## config.mk

```make
export PLATFORM = sky130hd
export DESIGN_NAME = hazard_ctrl
export DESIGN_NICKNAME = d
export VERILOG_FILES = /design/src/rtl/hazard_ctrl.sv
export SDC_FILE = /design/constraint.sdc
export NUM_CORES = 1
export LEC_CHECK = 0
export ABC_AREA = 1
export BUFFER_PORTS_ARGS = -buffer_cell sky130_fd_sc_hd__buf_2
export CORE_MARGIN = 5
export CORE_UTILIZATION = 49
export CTS_BUF_LIST = sky130_fd_sc_hd__clkbuf_8
export CTS_CLUSTER_SIZE = 40
export DETAILED_ROUTE_END_ITERATION = 16
export PLACE_DENSITY = 0.89
export SLEW_MARGIN = 10
export SYNTH_ARGS = -nofsm -noshare
export SYNTH_HDL_FRONTEND = slang
export SYNTH_SLANG_ARGS = --single-unit
export TNS_END_PERCENT = 5
```

## constraint.sdc

```tcl
create_clock -name clk -period 2.3 [get_ports clk]
set_input_delay 0.23 -clock clk [delete_from_list [all_inputs] [get_ports clk]]
set_output_delay 0.23 -clock clk [all_outputs]
set_load 0.05 [all_outputs]
```

## src/rtl/hazard_ctrl.sv

```systemverilog
// Stall/flush controller for the 5-stage RV32I pipeline: load-use bubbles,
// EX-stage redirects and mul/div freezes, plus a stall counter and MDU watchdog.
module hazard_ctrl #(
  parameter int unsigned CNT_W      = 16,
  parameter int unsigned MD_TIMEOUT = 64
) (
  input  logic             clk,
  input  logic             rst,
  input  logic [31:0]      instr_ID,
  input  logic [31:0]      instr_EX,
  input  logic             MemRead_EX,
  input  logic             RegWEn_EX,
  input  logic             br_taken_EX,
  input  logic             md_start_EX,
  input  logic             md_done,
  output logic             pc_en,
  output logic             if_id_en,
  output logic             id_ex_en,
  output logic             if_id_flush,
  output logic             id_ex_flush,
  output logic             ex_mem_flush,
  output logic             md_go,
  output logic [CNT_W-1:0] stall_cnt,
  output logic             md_timeout
);

  localparam int unsigned TO_W = $clog2(MD_TIMEOUT + 1);

  localparam logic [6:0] OP_LUI    = 7'b0110111;
  localparam logic [6:0] OP_AUIPC  = 7'b0010111;
  localparam logic [6:0] OP_JAL    = 7'b1101111;
  localparam logic [6:0] OP_REG    = 7'b0110011;
  localparam logic [6:0] OP_STORE  = 7'b0100011;
  localparam logic [6:0] OP_BRANCH = 7'b1100011;

  typedef enum logic {
    S_IDLE,
    S_MD_BUSY
  } state_t;

  state_t            r_state;
  logic [CNT_W-1:0]  r_stall_cnt;
  logic [TO_W-1:0]   r_to_cnt;
  logic              r_md_timeout;

  logic [4:0] w_rd_ex;
  logic [4:0] w_rs1_id;
  logic [4:0] w_rs2_id;
  logic [6:0] w_op_id;
  logic       w_uses_rs1;
  logic       w_uses_rs2;
  logic       w_lu;
  logic       w_md_go;
  logic       w_md_wait;
  logic       w_stall;
  logic       w_unused_bits;

  // Register-field decode of the ID and EX instructions
  assign w_rd_ex    = instr_EX[11:7];
  assign w_rs1_id   = instr_ID[19:15];
  assign w_rs2_id   = instr_ID[24:20];
  assign w_op_id    = instr_ID[6:0];
  assign w_uses_rs1 = (w_op_id != OP_LUI) && (w_op_id != OP_AUIPC) && (w_op_id != OP_JAL);
  assign w_uses_rs2 = (w_op_id == OP_REG) || (w_op_id == OP_STORE) || (w_op_id == OP_BRANCH);

  assign w_lu = MemRead_EX && RegWEn_EX && (w_rd_ex != 5'd0) &&
                ((w_uses_rs1 && (w_rs1_id == w_rd_ex)) || (w_uses_rs2 && (w_rs2_id == w_rd_ex)));

  // md_start_EX stays high while frozen, so only the IDLE cycle launches the MDU
  assign w_md_go   = (r_state == S_IDLE) && md_start_EX;
  assign w_md_wait = ((r_state == S_IDLE) && md_start_EX && !md_done) ||
                     ((r_state == S_MD_BUSY) && !md_done);
  assign w_stall   = w_md_wait || (w_lu && !br_taken_EX);

  assign w_unused_bits = &{1'b0, instr_ID[31:25], instr_ID[14:7], instr_EX[31:12], instr_EX[6:0]};

  // Pipeline control, highest priority first
  always_comb begin
    pc_en        = 1'b1;
    if_id_en     = 1'b1;
    id_ex_en     = 1'b1;
    if_id_flush  = 1'b0;
    id_ex_flush  = 1'b0;
    ex_mem_flush = 1'b0;
    md_go        = 1'b0;
    if (rst) begin
      if_id_flush  = 1'b1;
      id_ex_flush  = 1'b1;
      ex_mem_flush = 1'b1;
    end else begin
      md_go = w_md_go;
      if (w_md_wait) begin
        pc_en        = 1'b0;
        if_id_en     = 1'b0;
        id_ex_en     = 1'b0;
        ex_mem_flush = 1'b1;
      end else if (br_taken_EX) begin
        if_id_flush = 1'b1;
        id_ex_flush = 1'b1;
      end else if (w_lu) begin
        pc_en       = 1'b0;
        if_id_en    = 1'b0;
        id_ex_flush = 1'b1;
      end
    end
  end

  // MDU FSM, watchdog and saturating stall counter
  always_ff @(posedge clk) begin
    if (rst) begin
      r_state      <= S_IDLE;
      r_stall_cnt  <= '0;
      r_to_cnt     <= '0;
      r_md_timeout <= 1'b0;
    end else begin
      case (r_state)
        S_IDLE: begin
          if (md_start_EX && !md_done) begin
            r_state  <= S_MD_BUSY;
            r_to_cnt <= '0;
          end
        end
        S_MD_BUSY: begin
          if (md_done) r_state <= S_IDLE;
          if (r_to_cnt != TO_W'(MD_TIMEOUT)) r_to_cnt <= r_to_cnt + TO_W'(1);
          if (r_to_cnt == TO_W'(MD_TIMEOUT - 1)) r_md_timeout <= 1'b1;
        end
        default: r_state <= S_IDLE;
      endcase
      if (w_stall && (r_stall_cnt != '1)) r_stall_cnt <= r_stall_cnt + CNT_W'(1);
    end
  end

  assign stall_cnt  = r_stall_cnt;
  assign md_timeout = r_md_timeout;

endmodule

```

Yosys cells after proc, flatten, opt, wreduce, memory -nomap -nowiden
Cells that the tools add are included.

Register bits after elaboration: 25. Input bits: 71. Output and inout bits: 24.

Add/subtract/negate cells: 2. Equality and inequality tests: 13. Multiplexer cells: 22. Bitwise gates (word level): 1. Reductions and logical operators: 23.

Operators by type and width (number): == test 7 x 6 -> 1 bit, second input constant (3); two-way mux 1 bit (18); adder 16 x 1 -> 16 bit, second input constant (1); != test 16 bit, second input constant (1); two-way mux 7 bit (2); != test 7 bit, second input constant (2); case mux 7 bit (2 select lines) (1); logical AND 1 bit (13); == test 5 bit (2); adder 7 x 1 -> 7 bit, second input constant (1); == test 7 bit, second input constant (1); != test 7 x 5 -> 1 bit, second input constant (1); != test 7 x 6 -> 1 bit, second input constant (1); logical OR 1 bit (5); nonzero test 5 bit (1); != test 2 x 1 -> 1 bit, second input constant (2); AND reduction 2 bit (2); zero test 1 bit (2); case mux 1 bit (2 select lines) (1); inverter 1 bit (1).

Depth between registers and ports, before layout
Gate-level depths: netlist of the first run.

Depth in word-level cells: 10. Depth in mapped cells: 14. Depth with buffers taken out: 13.

Worst setup path after synthesis of the first run
Ideal clock, no wire load.

Path kind: register to output. Start: register r_state. End: output port id_ex_flush. Arrival time: 2069 ps. Data required time: 2070 ps. Path slack: 1 ps. Cell stages (with the launch flop): 5. Path buffers: 0. Cell sequence: dfxtp_1 -> inv_1 -> a21oi_1 -> o21ai_0 -> a31o_2.

Cells in the longest elaborated chain, start to end: 6. Elaborated cells on any way between the ends: 7. Those cells by class: mux (2); bitwise (1); reduce/logical (4).

Ends and longest elaborated chain: start, declared (RTL line 41) `state_t r_state;`; start signal, assigned (RTL line 111) `r_state <= S_IDLE;`; start signal, assigned (RTL line 119) `r_state <= S_MD_BUSY;`; start signal, assigned (RTL line 124) `if (md_done) r_state <= S_IDLE;`; inverter 1 bit; logical AND 1 bit (2 in a row) (RTL line 71) `assign w_md_wait = ((r_state == S_IDLE) && md_start_EX && !md_done) ||`; logical OR 1 bit (*) (RTL line 71); two-way mux 1 bit (*) (RTL line 92) `if (w_md_wait) begin`; two-way mux 1 bit (*) (RTL line 86) `if (rst) begin`; end, declared (RTL line 20) `output logic id_ex_flush,`.

Every way passes the cells marked *; elsewhere a longest branch is shown, timed or not.

Worst setup path in the final report of the first run
Ends and elaborated chain as after synthesis.

==> results of run 1 <==
-- cell usage after synthesis --
cell / number
buf_12: 1
nand2_1: 74
nor4_1: 1
inv_1: 34
nand2_2: 1
dfxtp_1: 25
xnor2_1: 4
a31o_2: 1
buf_6: 1
o21ai_2: 1
nand3b_1: 2
nor3_2: 1
a21oi_2: 9
buf_4: 2
nand4_1: 5
nand3_1: 25
inv_2: 3
o41ai_1: 1
or2_2: 1
nor2_2: 1
a21oi_1: 13
o21ai_0: 5
clkinv_1: 1
xor2_1: 4
nor2_1: 49
buf_2: 1
ha_1: 3
nor3_1: 5
clkbuf_1: 2
-- per-layer routing --
layer	vias up	global-route usage	wire length (um)
li1	975	-	-
met3	2	0.0162	183
met4	0	0.0487	27
met5	-	0	0
met1	802	0.218	1680
met2	38	0.307	1870
-- cell usage in the layout, fill, tap and decap left out, drive strengths merged, types with 3 or more instances in the layout --
master / netlist / layout
nand2: 75 / 75
buf: 5 / 55
nor2: 50 / 50
inv: 37 / 37
nand3: 25 / 25
dfxtp: 25 / 25
a21oi: 22 / 22
nor3: 6 / 6
o21ai: 6 / 6
nand4: 5 / 5
xnor2: 4 / 4
xor2: 4 / 4
ha: 3 / 3
clkbuf: 2 / 3
-- final cells by class --
type,instances,area [um2],share of cell area
Clock buffer,3,41.3,0.0204
Clock inverter,1,7.51,0.00370
Inverter,38,143,0.0703
Multi-Input combinational cell,206,996,0.491
Sequential cell,25,500,0.247
Tap cell,46,57.6,0.0284
Timing Repair Buffer,55,283,0.139
-- worst max-delay path by stage --
stage                               from                    endpoint  cells after the start  slack (ns)
6_report              r_state$_SDFF_PP0_                 id_ex_flush                      5        0.49
5_1_grt         r_to_cnt[0]$_SDFFE_PP0P_    r_to_cnt[5]$_SDFFE_PP0P_                      8        0.30
4_1_cts               r_state$_SDFF_PP0_                 id_ex_flush                      5        0.49
3_5_place_dp   stall_cnt[0]$_SDFFE_PP0P_  stall_cnt[14]$_SDFFE_PP0P_                      9        0.60
3_3_place_gp                 instr_ID[6]   stall_cnt[7]$_SDFFE_PP0P_                     14        0.64
2_1_floorplan         r_state$_SDFF_PP0_                 id_ex_flush                      4       0.001
-- worst max-delay path: stages, from the launching register on --
cell and delay (ns):
dfxtp_1 0.45, inv_1 0.10, a21oi_1 0.19, o21ai_0 0.12, a31o_2 0.24, buf_2 0.21
-- sequential cells by signal, indices dropped and copies added (netlist names) --
name        count
stall_cnt      16
r_state         1
md_timeout      1
r_to_cnt        7
-- logic make-up (layout without fill, tap and decap cells) --
| group | after synthesis | count (layout) |
|---|---|---|
| compound gates | 30 | 30 |
| xor+xnor | 8 | 8 |
| fa+ha+maj | 3 | 3 |
| flops | 25 | 25 |
| simple gates | 165 | 165 |
| buf+inv | 45 | 97 |
-- stage by stage --
stage	setup WS, ns	hold WS, ns	util	instances
after floorplan	0.00129	0.299	-	276
after detailed placement	0.603	0.452	0.593	370
after global routing	0.296	0.219	0.608	374
after global placement	0.636	0.435	0.593	370
after CTS	0.487	0.208	0.608	374
final	0.494	0.207	0.608	374
-- report_power, final --
part / total [mW] / internal [mW] / switching [mW]
Clock: 0.264 / 0.123 / 0.142
Combinational: 0.222 / 0.0729 / 0.149
Sequential: 0.464 / 0.446 / 0.0184
Total: 0.951 / 0.641 / 0.309
==> results.md, run 1 <==
- Status: finished, final reports clean
- Yosys reg bits: 25
- Hold Path Origin: rst
- Post-Synth Adder-Cell Area: 0.0221
- FP Rows: 21
- Average wire per standard cell: 10.1 um
- Sequential share of the synthesized area: 0.295
- TritonCTS clock tree: done
- GRT overflow: 0
- Die footprint: 4740 um2
- Max cap viols: 0
- Total power: 0.951 mW
- CP Launch Type: flip-flop
- Die Ht: 68.9 um
- Longest Clk Path Bufs: 2
- Pin count of the biggest net entering global routing: 29
- RSZ-0062 raised after global routing: false
- DP HPWL: 2970 um
- Worst slew pin tran: 0.368 ns
- Pwr dens: 469 nW/um2
- Library cells used by synthesis: 29
- Static leakage: 1.01 nW
- Post-CTS Setup Bufs: 0
- Via/cell ratio: 4.86
- Skew final: 0.00516 ns
- Final TNS setup: 0 ns
- Synthesized Nets: 350
- Total vias in the final route: 1817
- Cell Area, Synth: 1700 um2
- Dpl cell area: 1980 um2
- Max Clk Rate: 554 MHz
- Clock sinks: 25
- DRC viols: 0
- Worst-path clk slew: 0.09 ns
- WS Path Type: flip-flop to output pin
- Final setup violation count: 0
- Root Buffer: clkbuf_8
- Mux share of post-synthesis cell area: 0
- DRT Wirelength: 3760 um
- Compound-cell area share of the yosys netlist: 0.115
- Clock Latency Late Sink: 0.27 ns
- Worst EP required: 2.07 ns
- FF-to-FF Start: stall_cnt[0]$_SDFFE_PP0P_
- H-tree levels: 1
- Initial antenna violation count: 0
- Die X: 68.9 um
- Syn_area_per_cell: 6.15 um2
- Nets@finish: 403
- Hold Path Depth: 2
- Final Wtd Congestion: 0.794
- Arrival time worst endpoint: 1.58 ns
- PostCTS Resize Cnt: 0
- Fin. max-slew vios: 0
- FF-to-FF path depth: 9
- VDD IR max: 272 uV
- Number of top-level pins: 95
- First-pass GRT wire length: 6550 um
- Crit path max fanout: 7
- Fin area: 2030 um2
- Max-slew headroom: 0.751
- # diodes: 0
- WHS Endpoint: r_to_cnt[4]$_SDFFE_PP0P_
- Core area: 3340 um2
- Post-synthesis xor/xnor area fraction: 0.0413
- Layout area overhead: 19.5%
- Mapped Cells: 276
- Antenna-violating nets left: 0
- Initial Util: 0.509
- Simple logic cell fraction of the synthesized area: 0.408
- Yosys top cell by area: dfxtp_1
- Reg2reg end: stall_cnt[14]$_SDFFE_PP0P_
- Post-synth top area share: 0.295
- Drt pass-1 iters: 6
- CTS buffer count: 3
- Main combinational cell family by area after synthesis: simple AND/OR/NAND/NOR gates
- Cts hold-fix bufs: 0
- Hold Crit Class: input pin to flip-flop
- Final Cycle Share: 0.785
- Number of global-route vias before repair: 1655
- Synth top area cells: dfxtp_1 29%, nand2_1 16%, nor2_1 11%
- Hold Fails Final Rpt: 0
- 1st-iter DRT viols: 109
- Filler cells: 336
- Min Tclk post-route: 1.81 ns
- Synth warnings: 0
- GRT Total Usage: 0.172
- Proportion of layout cells with a drive suffix above 1: 0.235
- Reg2reg setup slack: 0.58 ns
- Number of port buffers: 52
- Worst Setup End Kind: output pin
(Power assumes the default switching activity.)
==> run 2, diff against run 1 <==
--- a/config.mk
+++ b/config.mk
@@ -5,14 +5,14 @@
 export SDC_FILE = /design/constraint.sdc
 export NUM_CORES = 1
 export LEC_CHECK = 0
-export ABC_AREA = 1
+export ABC_AREA = 0
 export BUFFER_PORTS_ARGS = -buffer_cell sky130_fd_sc_hd__buf_2
 export CORE_MARGIN = 5
-export CORE_UTILIZATION = 49
+export CORE_UTILIZATION = 40
 export CTS_BUF_LIST = sky130_fd_sc_hd__clkbuf_8
 export CTS_CLUSTER_SIZE = 40
 export DETAILED_ROUTE_END_ITERATION = 16
-export PLACE_DENSITY = 0.89
+export PLACE_DENSITY = 0.81
 export SLEW_MARGIN = 10
 export SYNTH_ARGS = -nofsm -noshare
 export SYNTH_HDL_FRONTEND = slang
==> constraint.sdc (replaced) <==
create_clock -name clk -period 1.6 [get_ports clk]
set_input_delay 0.16 -clock clk [delete_from_list [all_inputs] [get_ports clk]]
set_output_delay 0.16 -clock clk [all_outputs]
set_load 0.05 [all_outputs]
==> run 2 against run 1 <==
Effect of this change: the run now ends with setup timing left; sequential cell count is the same; clock power increased by 50%; clock skew is 0.0030 ns lower; critical path type is now flip-flop to flip-flop; critical path depth grew 1; die area is 8.3% higher; register-to-register slack lost 0.75 ns; combinational power is 58% higher; global-route usage about the same.
==> results.md, run 2 <==
- Arrival time worst endpoint: 1.95 ns (was 1.58 ns)
- Yosys reg bits: 25 (unchanged)
- Nets@finish: 368 (was 403)
- Pin count of the biggest net entering global routing: 23 (was 29)
- Proportion of layout cells with a drive suffix above 1: 0.546 (was 0.235)
- Final setup violation count: 18 (was 0)
- Cell Area, Synth: 1520 um2 (was 1700 um2)
- Status: finished, violations left (was finished, final reports clean)
- Crit path max fanout: 4 (was 7)
- Top_reg_cell synth: dfxtp_1 (unchanged)
- Max cap viols: 0 (unchanged)
- TritonCTS clock tree: done (unchanged)
- Initial Util: 0.415 (was 0.509)
- Total power: 1.37 mW (was 0.951 mW)
- Synth top area cells: dfxtp_1 33%, nor2_1 4.9%, or4_1 4.9% (was dfxtp_1 29%, nand2_1 16%, nor2_1 11%)
- Layout area overhead: 68.2% (was 19.5%)
- GRT overflow: 0 (unchanged)
- Crit-path cells: nand4_1, nor2_2, nand3_1, or3_4, o31a_1, o21a_1 (was inv_1, a21oi_1, o21ai_0, a31o_2, buf_2)
- Antenna-violating nets left: 0 (unchanged)
- Hold Crit Class: input pin to flip-flop (unchanged)
- Post-synth top area share: 0.329 (was 0.295)
- WS Path Type: flip-flop to flip-flop (was flip-flop to output pin)
- RSZ-0062 raised after global routing: true (was false)
- Hold Fails Final Rpt: 0 (unchanged)
- Max-slew headroom: 0.681 (was 0.751)
- Logic pwr share: 0.256 (was 0.234)
- Die X: 71.7 um (was 68.9 um)
- DRT Wirelength: 5050 um (was 3760 um)
- H-tree levels: 1 (unchanged)
- Clock sinks: 25 (unchanged)
- Commonest non-fill, non-tap cell in the layout: buf_4 (was nand2_1)
- Library cells used by synthesis: 43 (was 29)
- Min Tclk post-route: 1.77 ns
- Number of port buffers: 52 (unchanged)
- Worst slew pin tran: 0.474 ns (was 0.368 ns)
- Synth warnings: 0 (unchanged)
- DRC viols: 0 (unchanged)
- Max reg flops: 16 (unchanged)
- GRT Total Usage: 0.172 (about the same)
- Static leakage: 1.09 nW (was 1.01 nW)
- Via/cell ratio: 5.45 (was 4.86)
- # diodes: 0 (unchanged)
- VDD IR max: 325 uV (was 272 uV)
- Total vias in the final route: 1859 (was 1817)
- Internal: 0.957 mW (was 0.641 mW)
- CTS buffer count: 3 (unchanged)
- Number of global-route vias before repair: 1711 (was 1655)
- Die Ht: 71.7 um (was 68.9 um)
- NetSw: 0.416 mW (was 0.309 mW)
- DP HPWL: 3420 um (was 2970 um)
- Clock share of power: 0.288 (was 0.278)
- Final Wtd Congestion: 0.823 (was 0.794)
- EDFF count, synth: 0 (unchanged)
- Die footprint: 5130 um2 (was 4740 um2)
- Pwr dens: 537 nW/um2 (was 469 nW/um2)
- Switching Fraction: 0.303 (was 0.325)
- Fin. max-slew vios: 0 (unchanged)
- Drt pass-1 iters: 4 (was 6)
- Initial antenna violation count: 0 (unchanged)
- Crit-path slowest cell: dfxtp_4 (was dfxtp_1)
- Filler cells: 255 (was 336)
- Count leader, synth: dfxtp_1 (was nand2_1)
- Syn_area_per_cell: 8.04 um2 (was 6.15 um2)
- Core area: 3660 um2 (was 3340 um2)
- Worst path max stage delay: 0.35 ns (was 0.45 ns)
- Synthesized Nets: 263 (was 350)
- Max Clk Rate: 565 MHz
- Violated checks: setup timing
- Number of top-level pins: 95 (unchanged)
- Final Cycle Share: 1.11
- 1st-iter DRT viols: 136 (was 109)
- Most frequent cells in the layout: 53 x buf_4, 43 x buf_2, 17 x nor2_1 (was 74 x nand2_1, 52 x buf_2, 49 x nor2_1)
- FP Rows: 22 (was 21)
- Asr flop ratio synth: 0 (unchanged)
- First-pass GRT wire length: 7290 um (was 6550 um)
- Worst Setup End Kind: flip-flop (was output pin)
- Worst-path clk slew: 0.09 ns (about the same)
- Final TNS setup: -2.00 ns (was 0 ns)
- Worst setup margin: -0.169 ns (was 0.494 ns)
- Sequential share of the synthesized area: 0.329 (was 0.295)
- Worst EP required: 1.78 ns (was 2.07 ns)
- Reg2reg setup slack: -0.17 ns (was 0.58 ns)
- Root Buffer: clkbuf_8 (unchanged)
- Commonest cells in the synthesized netlist: 25 x dfxtp_1, 20 x nor2_1, 16 x nand2_1 (was 74 x nand2_1, 49 x nor2_1, 34 x inv_1)
- Clock Latency Late Sink: 0.28 ns (was 0.27 ns)
- CP Launch Type: flip-flop (unchanged)
- Pre-CTS WS: -0.422 ns (was 0.603 ns)
- Flop pwr share: 0.457 (was 0.488)
- Skew final: 0.00216 ns (was 0.00516 ns)
- Yosys top cell by area: dfxtp_1 (unchanged)
- Mapped Cells: 189 (was 276)
- Longest Clk Path Bufs: 2 (unchanged)
- Average wire per standard cell: 14.8 um (was 10.1 um)
[run 2: kinds of logic after synthesis]
| family | count (synthesis) | share of synthesized area |
|---|---|---|
| mux | 5 | 0.0354 |
| fa+ha+maj | 3 | 0.0247 |
| xor+xnor | 13 | 0.0749 |
| buf+inv | 16 | 0.0477 |
| compound gates | 39 | 0.174 |
| simple gates | 88 | 0.314 |
| flops | 25 | 0.329 |
[run 2: final timing paths]
path / end / cells past startpoint / from
min: stall_cnt[12]$_SDFFE_PP0P_ / 3 / rst
max: stall_cnt[15]$_SDFFE_PP0P_ / 6 / stall_cnt[7]$_SDFFE_PP0P_
min reg2reg: md_timeout$_SDFFE_PP0P_ / 2 / md_timeout$_SDFFE_PP0P_
max reg2reg: stall_cnt[15]$_SDFFE_PP0P_ / 6 / stall_cnt[7]$_SDFFE_PP0P_
[run 2: area by class of cell]
type,instances,area [um2],share of cell area
clock buffers,3,41.3,0.0161
clock inverters,1,5.00,0.00196
inverters,9,33.8,0.0132
multi-input cells,148,1110,0.435
flip-flops and latches,25,539,0.211
well taps,48,60.1,0.0235
repair buffers,107,764,0.299
[run 2: worst max-delay path, delay by kind of cell, from the launching register on]
kind,cells,cell delay [ns]
simple gates,4,0.91
compound gates,2,0.42
flops,1,0.35
[run 2: stage by stage]
step,hold slack (ns),instance area (um2),utilization,std cells
final,0.300,2560,0.699,341
after floorplan,0.376,1600,-,189
after global routing,0.334,2560,0.699,341
after detailed placement,0.442,2240,0.612,332
after CTS,0.302,2370,0.648,339
after global placement,0.432,2240,0.612,332
[run 2: power by group through the flow]
stage	clock [mW]	combinational, mW	sequential [mW]
4_1_cts	0.398	0.296	0.627
2_1_floorplan	0	0.143	0.658
6_report	0.395	0.351	0.627
3_3_place_gp	0	0.263	0.641
5_1_grt	0.410	0.374	0.628
3_5_place_dp	0	0.272	0.641
[run 2: timing repair]
action,CTS,global route
endpoints found under the setup margin,28,26
setup buffers,3,1
pin swaps,12,22
gates resized for setup,13,39
hold buffers,0,0
gates cloned,0,1
[run 2: per-layer routing]
layer / share of wire / vias up / routed length (um) / GRT usage
met5: 0 / - / 0 / 0
met4: 0.022 / 0 / 110 / 0.0585
met3: 0.068 / 14 / 343 / 0.0365
met2: 0.52 / 75 / 2640 / 0.312
met1: 0.39 / 864 / 1950 / 0.198
li1: - / 906 / - / -
